$ cat src/rtl/eth_rx_fcs_check.sv
// Ethernet RX FCS check: CRC-32 over each frame, strips the 4-byte FCS through a 4-byte delay line, length limits, status and counters.
// Bytes leave 1 cycle after byte i+4 arrives, txeop 1 cycle after the close strobe; no backpressure, input is never stalled.
module eth_rx_fcs_check #(
    parameter int MIN_LEN = 64,
    parameter int MAX_LEN = 1522
) (
    input  logic        clk,
    input  logic        reset,
    input  logic        rxsop,
    input  logic [7:0]  rxdata,
    input  logic        rxvalid,
    input  logic        rxeop,
    output logic        txsop,
    output logic [7:0]  txdata,
    output logic        txvalid,
    output logic        txeop,
    output logic        fcs_ok,
    output logic        runt,
    output logic        giant,
    output logic        abort,
    output logic [11:0] txlen,
    output logic [31:0] good_count,
    output logic [31:0] bad_count
);
    localparam logic [0:0]  S_IDLE      = 1'b0;
    localparam logic [0:0]  S_FRAME     = 1'b1;
    localparam logic [31:0] CRC_INIT    = 32'hFFFF_FFFF;
    localparam logic [31:0] CRC_RESIDUE = 32'hDEBB_20E3;
    localparam logic [11:0] MIN_L       = 12'(MIN_LEN);
    localparam logic [11:0] MAX_L       = 12'(MAX_LEN);
    localparam logic [11:0] FWD_MAX     = 12'(MAX_LEN - 4);

    function automatic logic [31:0] crc_byte(input logic [31:0] c, input logic [7:0] d);
        logic [31:0] r;
        r = c ^ {24'h0, d};
        for (int i = 0; i < 8; i++)
            r = r[0] ? ((r >> 1) ^ 32'hEDB8_8320) : (r >> 1);
        return r;
    endfunction

    logic [0:0]  state;
    logic [31:0] crc;
    logic [11:0] len;
    logic [11:0] fwd;
    logic [7:0]  dbuf [0:3];
    logic [2:0]  fill;
    logic        sop_pend;
    logic        sop_dly;
    logic        is_abort;
    logic        frame_good;
    logic        start;

    assign is_abort   = rxsop && !rxeop;
    assign frame_good = !is_abort && (crc == CRC_RESIDUE) && (len >= MIN_L) && (len <= MAX_L);
    // A sop inside a frame both closes it and immediately reopens the next one.
    assign start      = (state == S_IDLE) ? (rxsop || sop_pend)
                                          : is_abort;

    always_ff @(posedge clk) begin
        if (reset) begin
            state      <= S_IDLE;
            crc        <= CRC_INIT;
            len        <= '0;
            fwd        <= '0;
            fill       <= '0;
            sop_pend   <= 1'b0;
            sop_dly    <= 1'b0;
            for (int i = 0; i < 4; i++) dbuf[i] <= '0;
            txsop      <= 1'b0;
            txdata     <= '0;
            txvalid    <= 1'b0;
            txeop      <= 1'b0;
            fcs_ok     <= 1'b0;
            runt       <= 1'b0;
            giant      <= 1'b0;
            abort      <= 1'b0;
            txlen      <= '0;
            good_count <= '0;
            bad_count  <= '0;
        end else begin
            txsop    <= sop_dly;
            txvalid  <= 1'b0;
            txeop    <= 1'b0;
            sop_dly  <= 1'b0;
            sop_pend <= 1'b0;
            if (state == S_IDLE) begin
                if (rxsop || sop_pend) begin
                    state <= S_FRAME;
                    txsop <= 1'b1;
                end
            end else if (rxsop || rxeop) begin
                // The four bytes still in dbuf are the FCS and are dropped here.
                txeop  <= 1'b1;
                fcs_ok <= !is_abort && (crc == CRC_RESIDUE);
                runt   <= len < MIN_L;
                giant  <= len > MAX_L;
                abort  <= is_abort;
                txlen  <= fwd;
                if (frame_good) good_count <= good_count + 32'd1;
                else            bad_count  <= bad_count + 32'd1;
                if (is_abort) begin
                    sop_dly <= 1'b1;
                end else begin
                    state    <= S_IDLE;
                    sop_pend <= rxsop;
                end
            end else if (rxvalid) begin
                crc <= crc_byte(crc, rxdata);
                if (len != 12'hFFF) len <= len + 12'd1;
                if (fill == 3'd4) begin
                    if (fwd < FWD_MAX) begin
                        txvalid <= 1'b1;
                        txdata  <= dbuf[0];
                        fwd     <= fwd + 12'd1;
                    end
                    dbuf[0] <= dbuf[1];
                    dbuf[1] <= dbuf[2];
                    dbuf[2] <= dbuf[3];
                    dbuf[3] <= rxdata;
                end else begin
                    dbuf[fill[1:0]] <= rxdata;
                    fill            <= fill + 3'd1;
                end
            end
            if (start) begin
                crc  <= CRC_INIT;
                len  <= '0;
                fwd  <= '0;
                fill <= '0;
            end
        end
    end
endmodule

$ cat config.mk
export PLATFORM = sky130hd
export DESIGN_NAME = eth_rx_fcs_check
export DESIGN_NICKNAME = d
export VERILOG_FILES = /design/src/rtl/eth_rx_fcs_check.sv
export SDC_FILE = /design/constraint.sdc
export NUM_CORES = 1
export LEC_CHECK = 0
export ABC_AREA = 1
export CORE_AREA = 2 2 158 160
export CTS_CLUSTER_DIAMETER = 120
export DETAILED_ROUTE_END_ITERATION = 6
export DIE_AREA = 0 0 160 162
export MAX_ROUTING_LAYER = met4
export PLACE_DENSITY = 0.65
export SLEW_MARGIN = 20
export SYNTH_ARGS = -nofsm -noshare
export SYNTH_HDL_FRONTEND = slang
export SYNTH_SLANG_ARGS = --single-unit
$ cat constraint.sdc
create_clock -name clk -period 4.5 [get_ports clk]
set_input_delay 0.9 -clock clk [delete_from_list [all_inputs] [get_ports clk]]
set_output_delay 0.9 -clock clk [all_outputs]
set_load 0.1 [all_outputs]
== Word level (Yosys, flattened, before mapping) ==
Memory sizes are Yosys's and may differ from the RTL's. A register that Yosys moved wholly into a read port is not among the register bits.
Cells that the tools add are included.

* Bits in registers: 145
* Memories kept: 1
* Output and inout bits: 91
* RAM bits: 32
* Bits of input ports: 13
* Word-level logic and storage cells: 108

* Magnitude comparators: 5
* Add/subtract/negate cells: 5
* Multiplexer cells: 38
* Equality and inequality tests: 3
* Bitwise operators: 18
* Reductions and logical operators: 21

{| class="wikitable"
|+ Memories
! memory !! words !! bits a word !! read ports !! clocked after Yosys merged registers in !! write ports !! line !! source
|-
| dbuf || 4 || 8 || 4 || 1 || 4 || 45 || <nowiki>logic [7:0] dbuf [0:3];</nowiki>
|}

{| class="wikitable"
|+ Operators by type and width
! operator !! number
|-
| two-way mux 32 bit || 8
|-
| inverter 13 -> 14 bit || 8
|-
| adder 32 x 1 -> 32 bit (second input constant) || 2
|-
| two-way mux 8 bit || 5
|-
| equality test 32 bit (second input constant) || 1
|-
| XOR 32 x 8 -> 32 bit || 1
|-
| adder 12 x 1 -> 12 bit (second input constant) || 2
|-
| two-way mux 1 bit || 24
|-
| >= comparator 12 x 7 -> 1 bit (second input constant) || 1
|-
| > comparator 12 x 11 -> 1 bit (second input constant) || 1
|-
| less-or-equal comparator 12 x 11 -> 1 bit (second input constant) || 1
|-
| less-than comparator 12 x 11 -> 1 bit (second input constant) || 1
|-
| less-than comparator 12 x 7 -> 1 bit (second input constant) || 1
|-
| inequality test 12 bit (second input constant) || 1
|-
| AND reduction 3 bit || 3
|-
| AND reduction 4 bit || 2
|-
| OR reduction 8 bit || 1
|-
| inverter 1 bit || 5
|-
| AND reduction 5 bit || 1
|-
| OR reduction 5 bit || 1
|-
| logical AND 1 bit || 4
|-
| bitwise OR 1 bit || 4
|-
| OR reduction 2 bit || 2
|-
| OR reduction 4 bit || 1
|-
| 7 further kinds || 9
|}

== Longest topological paths before layout ==
Gate-level depths: netlist (run 1).

* Depth after elaboration: 17
* Gate-level depth with buffers: 14
* Depth with buffers taken out: 12

== Worst setup path before layout (run 1) ==
No wires, ideal clock.

* Kind: register -> register
* Start: reg good_count[1]
* End: reg good_count[30]
* Path buffers: 0
* Cell stages (with the launch flop): 11
* Period minus slack after synthesis: 2.604 ns
* Slack: 1.896 ns
* Library setup time: 0.119 ns
* Data arrival time: 2.485 ns
* Data required time: 4.381 ns
* Cells stage by stage: dfxtp_1 ha_1 nand3_1 nor3_1 nand3b_1 nor2_1 nand2_1 nor2_1 nand3_1 nand2_1 nor2_1

* Longest elaborated chain between the ends: 1

{| class="wikitable"
|+ RTL lines
! element !! line !! source
|-
| from (decl) || 22 || <nowiki>output logic [31:0] good_count,</nowiki>
|-
| from (signal assigned) || 99 || <nowiki>if (frame_good) good_count <= good_count + 32'd1;</nowiki>
|-
| adder 32 x 1 -> 32 bit || 99 ||
|}

No other way between the ends.
A chain may end at the register's enable or synchronous reset.

== Worst setup path after layout (run 1) ==
* Start: reg bad_count[2]
* End: out bad_count[2]

{| class="wikitable"
|+ RTL lines
! element !! line !! source
|-
| from (decl) || 23 || <nowiki>output logic [31:0] bad_count</nowiki>
|-
| from (signal assigned) || 100 || <nowiki>else bad_count <= bad_count + 32'd1;</nowiki>
|}

No word-level cell between the ends.

==> results of run 1 <==
[synth_stat cells, drive strengths merged (2+ instances only)]
master  number  share of area (%)
buf         30                1.8
edfxtp      32                9.6
clkbuf      19               0.71
nand3      131                7.3
nand2      404                 15
or2          5               0.31
nand3b       6               0.45
xor2        61                5.4
o211ai      10               0.75
nand4       17                1.1
and3         2               0.13
inv        166                6.2
nor3        35                1.9
ha           9                1.1
a21oi       96                4.8
o21ai       64                3.2
dfxtp      153                 31
o221ai       2               0.18
nor2       149                6.2
xnor2       21                2.2
[sequential cells by signal (all words and copies together) (netlist names), 3 cells and up]
signal,cells
txdata,8
txlen,12
dbuf,32
len,12
bad_count,32
fwd,12
good_count,32
fill,3
crc,32
[power groups by stage]
stage	sequential [mW]	combinational (mW)	clock, mW
2_1_floorplan	1.77	0.175	0
3_3_place_gp	1.74	0.265	0
3_5_place_dp	1.75	0.267	0
4_1_cts	1.71	0.269	1.57
6_report	1.71	0.268	1.54
5_1_grt	1.71	0.296	1.65
[routing by layer]
metal / up-vias / share of wire (%)
li1: 4688 / -
met1: 4141 / 48
met2: 171 / 48
met3: 22 / 3.5
met4: 0 / 1.3
met5: - / 0
[area by class of cell]
| cell class | count | area share [%] |
|---|---|---|
| multi-input cells | 1016 | 43.1 |
| flip-flops and latches | 185 | 34.0 |
| repair buffers | 111 | 9.19 |
| inverters | 166 | 5.27 |
| clock buffers | 20 | 3.78 |
| well taps | 324 | 3.43 |
| clock inverters | 11 | 1.25 |
[cells in the final DEF (no fill, tap or decap), types with 3 or more instances in the layout]
cell type,netlist,final
sky130_fd_sc_hd__inv_1,158,158
sky130_fd_sc_hd__nand3_2,10,10
sky130_fd_sc_hd__nand4_1,17,17
sky130_fd_sc_hd__ha_1,9,9
sky130_fd_sc_hd__inv_2,8,8
sky130_fd_sc_hd__nand3b_1,6,6
sky130_fd_sc_hd__nor2_4,3,3
sky130_fd_sc_hd__buf_4,4,8
sky130_fd_sc_hd__bufinv_16,0,3
sky130_fd_sc_hd__xnor2_1,18,18
sky130_fd_sc_hd__edfxtp_1,32,32
sky130_fd_sc_hd__nand3_1,119,119
sky130_fd_sc_hd__nor2_1,136,136
sky130_fd_sc_hd__nor2_2,9,9
sky130_fd_sc_hd__nor3_1,34,34
sky130_fd_sc_hd__o21ai_0,62,62
sky130_fd_sc_hd__or2_2,5,5
sky130_fd_sc_hd__xor2_1,60,60
sky130_fd_sc_hd__clkbuf_16,0,17
sky130_fd_sc_hd__clkdlybuf4s50_1,0,102
sky130_fd_sc_hd__o211ai_1,10,10
sky130_fd_sc_hd__dfxtp_1,153,153
sky130_fd_sc_hd__nand2_2,5,5
sky130_fd_sc_hd__a21oi_1,96,96
sky130_fd_sc_hd__nand2_1,397,397
[cells by family (layout without fill, tap and decap cells)]
| logic type | after synthesis | in the layout | share of synthesized area, % |
|---|---|---|---|
| adders and majority gates | 9 | 9 | 1.13 |
| AOI/OAI and AO/OA | 175 | 175 | 9.35 |
| and+or+nand+nor | 750 | 750 | 32.9 |
| DFF | 185 | 185 | 40.3 |
| buffers and inverters | 215 | 308 | 8.79 |
| xor gates and xnor gates | 82 | 82 | 7.60 |
[metrics by stage]
step | hold slack, ns | area [µm²] | worst slack, ns | cells
3_5_place_dp | 0.438 | 11200 | 1.04 | 1802
2_1_floorplan | 0.415 | 9990 | 1.90 | 1416
3_3_place_gp | 0.427 | 11200 | 1.11 | 1802
5_1_grt | 0.475 | 11800 | 1.19 | 1833
4_1_cts | 0.447 | 11800 | 1.45 | 1833
6_report | 0.440 | 11800 | 1.46 | 1833
[worst paths after layout]
| check | startpoint | end | slack [ns] | cells past startpoint |
|---|---|---|---|---|
| setup / recovery | bad_count[2] | bad_count[2] | 1.46 | 1 |
| hold / removal | sop_dly | txsop | 0.44 | 2 |
| setup reg to reg | fwd[2] | txdata[5] | 2.03 | 8 |
| hold reg to reg | sop_dly | txsop | 0.44 | 2 |
==> impl.org, run 1 <==
** STA
- The clock arrives with 0.0134 ns of skew.
- Slew at the pin closest to its max-slew limit :: 1.03 ns
- Number of hold violations in the final report :: 0
- RSZ-0062 raised after global routing :: no
- Headroom to the max-slew limit came out at 30.8%.
- Total setup violations reported at the end of the flow :: 0
- Period utilization :: 67.6%
- After routing, the total negative slack on setup checks comes to 0 ns.
- Fin crit period :: 3.04 ns
- The number of pins exceeding their max-slew limit in the final report was 0.
- Maximum clock frequency :: 329 MHz

** Drt
- The routed layout has 9022 vias.
- Overall routed net length :: 24.7 mm
- The first TritonRoute pass finished after 5 iterations.
- Drt via density :: 4.92
- DR iter-0 viols :: 712
- After detailed routing, the average wire length per cell comes to 13.5 µm.
- In the routed design, unresolved DRC markers number 0.
- Remaining antenna violation count after routing :: 0

** Die
- The die is 160 µm wide.
- The floorplan step set the die height to 162 µm.
- Starting density of the core :: 41.5%
- 104 I/O pins were placed.
- In this run the core area contains 57 standard-cell rows.
- Area of the placeable core :: 24100 µm²
- The die covers 25900 µm².

** Final layout
- In the final design database the tool counted 1519 nets.
- # diodes :: 0
- Synthesis-to-layout area growth :: 18.3%
- The sequential cells in the finished layout cover a total of 4020 µm².
- Of the cells placed in the final design, the portion with a size suffix greater than 1 is 6.03%.
- Layout fillers :: 2423
- Area of the multi-input gates :: 5090 µm²
- Cells fill 49.1% of the core in the end.

** Clock network
- The number of clock buffers added by TritonCTS is 17.
- Clock buffer depth :: 2
- CTS-repair resized insts :: 0
- The clock drives 185 sinks.
- Register clock-pin slew on the reported worst setup and hold paths :: 0.07 ns
- Post-CTS Repair Setup Buffers :: 0
- Clock tree from TritonCTS :: built
- The root buffer cell chosen for the clock tree is sky130_fd_sc_hd__clkbuf_16.
- Clock network latency to the later pin of the worst-skew pair :: 0.44 ns
- In this run the number of H-tree levels came out at 4.
- Total of hold buffers inserted after clock tree synthesis :: 0

** Placed design
- At the end of routability-driven placement, the weighted congestion stood at 0.895.
- Sum of net half-perimeters after detailed placement :: 17.5 mm
- Port Buffer Count :: 103

** Logic synthesis
- The Yosys step of the flow raised 0 warnings.
- In the synthesized netlist, the number of instances is 1416.
- Count of state elements after synthesis :: 185
- Top_reg_cell synth :: sky130_fd_sc_hd__dfxtp_1
- Net Count, Synth :: 1438
- Count of flip-flops with a built-in enable after synthesis :: 32
- Async S/R FF share, synth :: 0%
- The mapped netlist covers 9990 µm².
- Sequential-to-total area share from yosys stat :: 40.3%
- Averaged over all synthesized cells, the footprint is 7.06 µm².
- Synth unique cells :: 43

** Global routing
- The global routing stage identified its most utilized layer as met2.
- Global-route track usage on met3 :: 3.09%
- For met2 alone, demand over resource in global routing was 32.7%.
- The first global-routing pass estimated 41.0 mm of wire.
- Overflow left after global routing :: 0
- Maximum number of pins on one net before global-route repair :: 49
- Number of global-route vias before repair :: 8296
- GR Layer Usage met1 :: 25.6%
- The number of antenna violations at the first check in global routing is 0.
- Overall Global Routing Usage :: 19.9%

** Worst setup path
- Maximum fanout along the worst path :: 8
- Delay of the slowest cell on the worst path :: 1.20 ns
- STA classifies the critical path startpoint as a flop.
- At the worst endpoint, the required time is 3.60 ns.
- Number of buffer and inverter stages on the critical path :: 1
- Crit path capture type :: output pin
- Broken down by cell family, the worst path's largest delay share belongs to buffers and inverters.
- Arrival @ worst endpoint :: 2.14 ns
- The slowest stage of the critical path is the sky130_fd_sc_hd__clkdlybuf4s50_1 cell.
- The critical path goes through clkdlybuf4s50_1.
- The critical path is of the reg2out type.

** Power
- Clk pwr share :: 43.7%
- The internal power of the cells totals 2.66 mW.
- The worst-case IR drop observed on VDD is 0.000191 V.
- In this run the power spent charging and discharging nets is 851 µW.
- Switch share :: 24.2%
- The analysis attributes to cell leakage a power of 4.56 nW.
- Per report_power, the combinational group accounts for 7.6% of the total.
- Power spread over the standard cell area amounts to 297 nW/µm².
- Per report_power, the sequential group accounts for 48.6% of the total.
- The design draws 3.51 mW.

** Run
- Across the run, the number of max-cap violations was 0.

** Outcome
- The run finished with clean final reports.

** Min path
- Hold Path Class :: reg2reg
Note: power is estimated with default switching activity, not from simulation.
==> inputs of run 2 (changes only) <==
==> constraint.sdc (replaced) <==
create_clock -name clk -period 3.08 [get_ports clk]
set_input_delay 0.616 -clock clk [delete_from_list [all_inputs] [get_ports clk]]
set_output_delay 0.616 -clock clk [all_outputs]
set_load 0.1 [all_outputs]
==> run 2 against run 1 <==
Routed wire length increased by 0.83%. Worst setup slack got worse by 0.76 ns. Count of clock-buffer cells in the layout rose by 1. Final cell count grew 0.65%. Critical path type is now in2reg. Sequential cell count unchanged. Sequential share of layout area rose by 0.22 points. Hold slack better by 0.0062 ns. Total power is 53% higher.
==> impl.org, run 2 (synthesis gave the netlist of run 1 again) <==
** Outcome
- Result of the run :: complete, no violations (unchanged)

** Placed design
- The placed cell area came to 11100 µm² (was 11200 µm²).
- Placed Cells :: 1813 (was 1802)
- Port Buffer Count :: 103 (unchanged)
- Minimum setup slack after placement :: 0.260 ns (was 1.04 ns)
- The final weighted congestion in routability-driven placement came to 0.876 (was 0.895).
- The total half-perimeter wirelength after legalization and detailed placement was 18.1 mm (was 17.5 mm).

** Worst setup path
- The worst stage delay on the critical path is 0.50 ns (was 1.20 ns).
- Reg-to-reg endpoint :: dbuf[2][7] (was txdata[5])
- Worst R2R Path Depth :: 9 (was 8)
- The maximum fanout along the worst path is 9 (was 8).
- The endpoint class of the critical path is a flop (was output pin).
- Arrival @ worst endpoint :: 2.49 ns (was 2.14 ns)
- Cell-by-cell trace of the critical path: clkdlybuf4s50_1 > nor2_4 > nand3_4 > nor2_1 > inv_1 > nor2_1 > nand2_1 > nand2_1 (was clkdlybuf4s50_1).
- Crit path required time :: 3.18 ns (was 3.60 ns)
- Critical register-to-register path startpoint :: fill[0] (was fwd[2])
- Top delay family on crit path :: simple AND/OR/NAND/NOR gates (was buffers and inverters)
- The count of buffer and inverter cells on the critical path came to 2 (was 1).
- Slack of the worst reg-to-reg path :: 0.80 ns (was 2.03 ns)
- Type of element launching the critical path :: primary input (was flop)
- The critical path class is in2reg (was reg2out).
- The cell type of the slowest stage on the worst timing path is sky130_fd_sc_hd__clkdlybuf4s50_1 (unchanged).

** STA
- The remaining max-slew budget at the tightest pin is 52.5% (was 30.8%).
- Maximum clock frequency :: 420 MHz
- After layout, the worst path uses 77.4% of the clock period.
- Sum Neg Setup Slack :: 0 ns (unchanged)
- The clock period could shrink to 2.38 ns.
- RSZ-0062 raised after global routing :: no (unchanged)
- Slew at the pin closest to its max-slew limit :: 0.710 ns (was 1.03 ns)
- The total count of hold-check failures in the final report was 0 (unchanged).
- The number of setup violations in the final report was 0 (unchanged).
- The maximum clock skew at final layout is 0.0109 ns (was 0.0134 ns).
- The worst setup slack after layout is 0.696 ns (was 1.46 ns).
- The number of pins exceeding their max-slew limit in the final report was 0 (unchanged).
- The hold slack was 0.447 ns (was 0.440 ns).

** Clock network
- The number of buffers inserted to repair setup after CTS is 0 (unchanged).
- CTS H-tree lvls :: 4 (unchanged)
- The clock tree from TritonCTS is built (unchanged).
- The clock tree buffer depth is 2 (unchanged).
- The cell at the root of the clock tree is sky130_fd_sc_hd__clkbuf_16 (unchanged).
- The clock edge transition at the registers on the reported setup and hold paths was 0.07 ns (about the same).
- CTS sink cnt :: 185 (unchanged)
- The number of instances resized during post-cts repair came to 0 (unchanged).
- Number of buffers added by the clock tree synthesis step :: 17 (unchanged)
- Clock network latency to the later pin of the worst-skew pair :: 0.43 ns (was 0.44 ns)
- The post-cts hold buffer count was 0 (unchanged).

** Drt
- Overall routed net length :: 24.9 mm (was 24.7 mm)
- The number of nets with antenna violations after detailed routing came to 0 (unchanged).
- Drt via density :: 4.87 (was 4.92)
- DR iter-0 viols :: 611 (was 712)
- The DRC violation count after routing was 0 (unchanged).
- Average wire per standard cell :: 13.5 µm (about the same)
- Count of vias placed by the detailed router :: 8992 (was 9022)
- The number of search-and-repair iterations in the first detailed-routing pass is 5 (unchanged).

** Die
- Horizontal extent of the die :: 160 µm (unchanged)
- Cell row count :: 57 (unchanged)
- Starting density of the core :: 41.5% (unchanged)
- The count of pins on the block boundary was 104 (unchanged).
- The y dimension of the die was 162 µm (unchanged).
- Area of the placeable core :: 24100 µm² (unchanged)
- Overall die area :: 25900 µm² (unchanged)

** Power
- The power density of the placed cells was 456 nW/µm² (was 297 nW/µm²).
- The worst supply voltage drop on vdd came to 0.000363 V (was 0.000191 V).
- The static leakage power is 4.84 nW (was 4.56 nW).
- Power Total :: 5.36 mW (was 3.51 mW)

** Global routing
- Maximum number of pins on one net before global-route repair :: 48 (was 49)
- The global-route wire length before repair was 41.4 mm (was 41.0 mm).
- Antenna violations before repair :: 0 (unchanged)
- The number of global-route vias before repair is 8346 (was 8296).
- The leftover overflow at the end of global routing came to 0 (unchanged).
- The total global-route track usage is 19.9% (about the same).

** Min path
- Worst Min Path Start :: sop_dly (unchanged)
- Hold Path Class :: reg2reg (unchanged)
- The end of the worst hold path is txsop (unchanged).
- The worst hold path cell count came to 2 (unchanged).

** Final layout
- Final layout net count :: 1530 (was 1519)
- The cell area after layout is 11700 µm² (was 11800 µm²).
- Share of cells above drive strength 1 :: 12.8% (was 6.03%)
- Synthesis-to-layout area growth :: 17.5% (was 18.3%)
- The non-filler instance count after layout was 1845 (was 1833).
- Commonest cells after routing, fill and taps aside :: sky130_fd_sc_hd__nand2_1, sky130_fd_sc_hd__inv_1, sky130_fd_sc_hd__dfxtp_1 (unchanged)
- Most common library cell in the layout ignoring fill and taps :: sky130_fd_sc_hd__nand2_1 (unchanged)
- The antenna diode count was 0 (unchanged).
- The core occupancy in the finished layout came to 48.7% (was 49.1%).

** Run
- Max_cap viols :: 0 (unchanged)
[run 2: cell count changes in the layout (fill, tap and decap cells not counted), sizes merged]
cell and change:
clkbuf +1, clkdlybuf4s50 -91, bufinv +1, buf +102, clkinv -2, clkinvlp -1, inv +2
[run 2: worst register-to-register path, delay by kind of cell (launching register included)]
family	cells	cell delay, ns
flip-flops	1	0.40
AND/OR/NAND/NOR	5	1.07
adder cells (fa/ha/maj)	1	0.24
buffers and inverters	3	0.25
[run 2: worst max path at each step]
stage,end,depth (start not counted),startpoint
final,dbuf[2][7],8,rxeop
after global routing,bad_count[11],9,rxsop
after CTS,dbuf[2][6],8,rxeop
after detailed placement,dbuf[2][7],8,rxeop
after global placement,dbuf[2][2],8,rxeop
after floorplan,good_count[30],10,good_count[1]
[run 2: where the power goes]
group          switching (mW)  total (mW)  internal, mW
sequential             0.0140        2.49          2.48
combinational           0.284       0.397         0.113
clock                   0.995        2.47          1.47
total                    1.29        5.36          4.07
[run 2: final cells by class]
type                            count  area, µm²
Fill cell                        2465      12400
Multi-Input combinational cell   1016       5090
Sequential cell                   185       4020
Timing Repair Buffer              122        941
Inverter                          166        623
Clock buffer                       21        484
Tap cell                          324        405
Clock inverter                     11        178
[run 2: routing by layer]
metal	share of wire [%]	GRT usage, %
met5	0	-
met4	1.3	5.16
met3	3.4	2.68
met2	47	33.2
met1	48	25.7
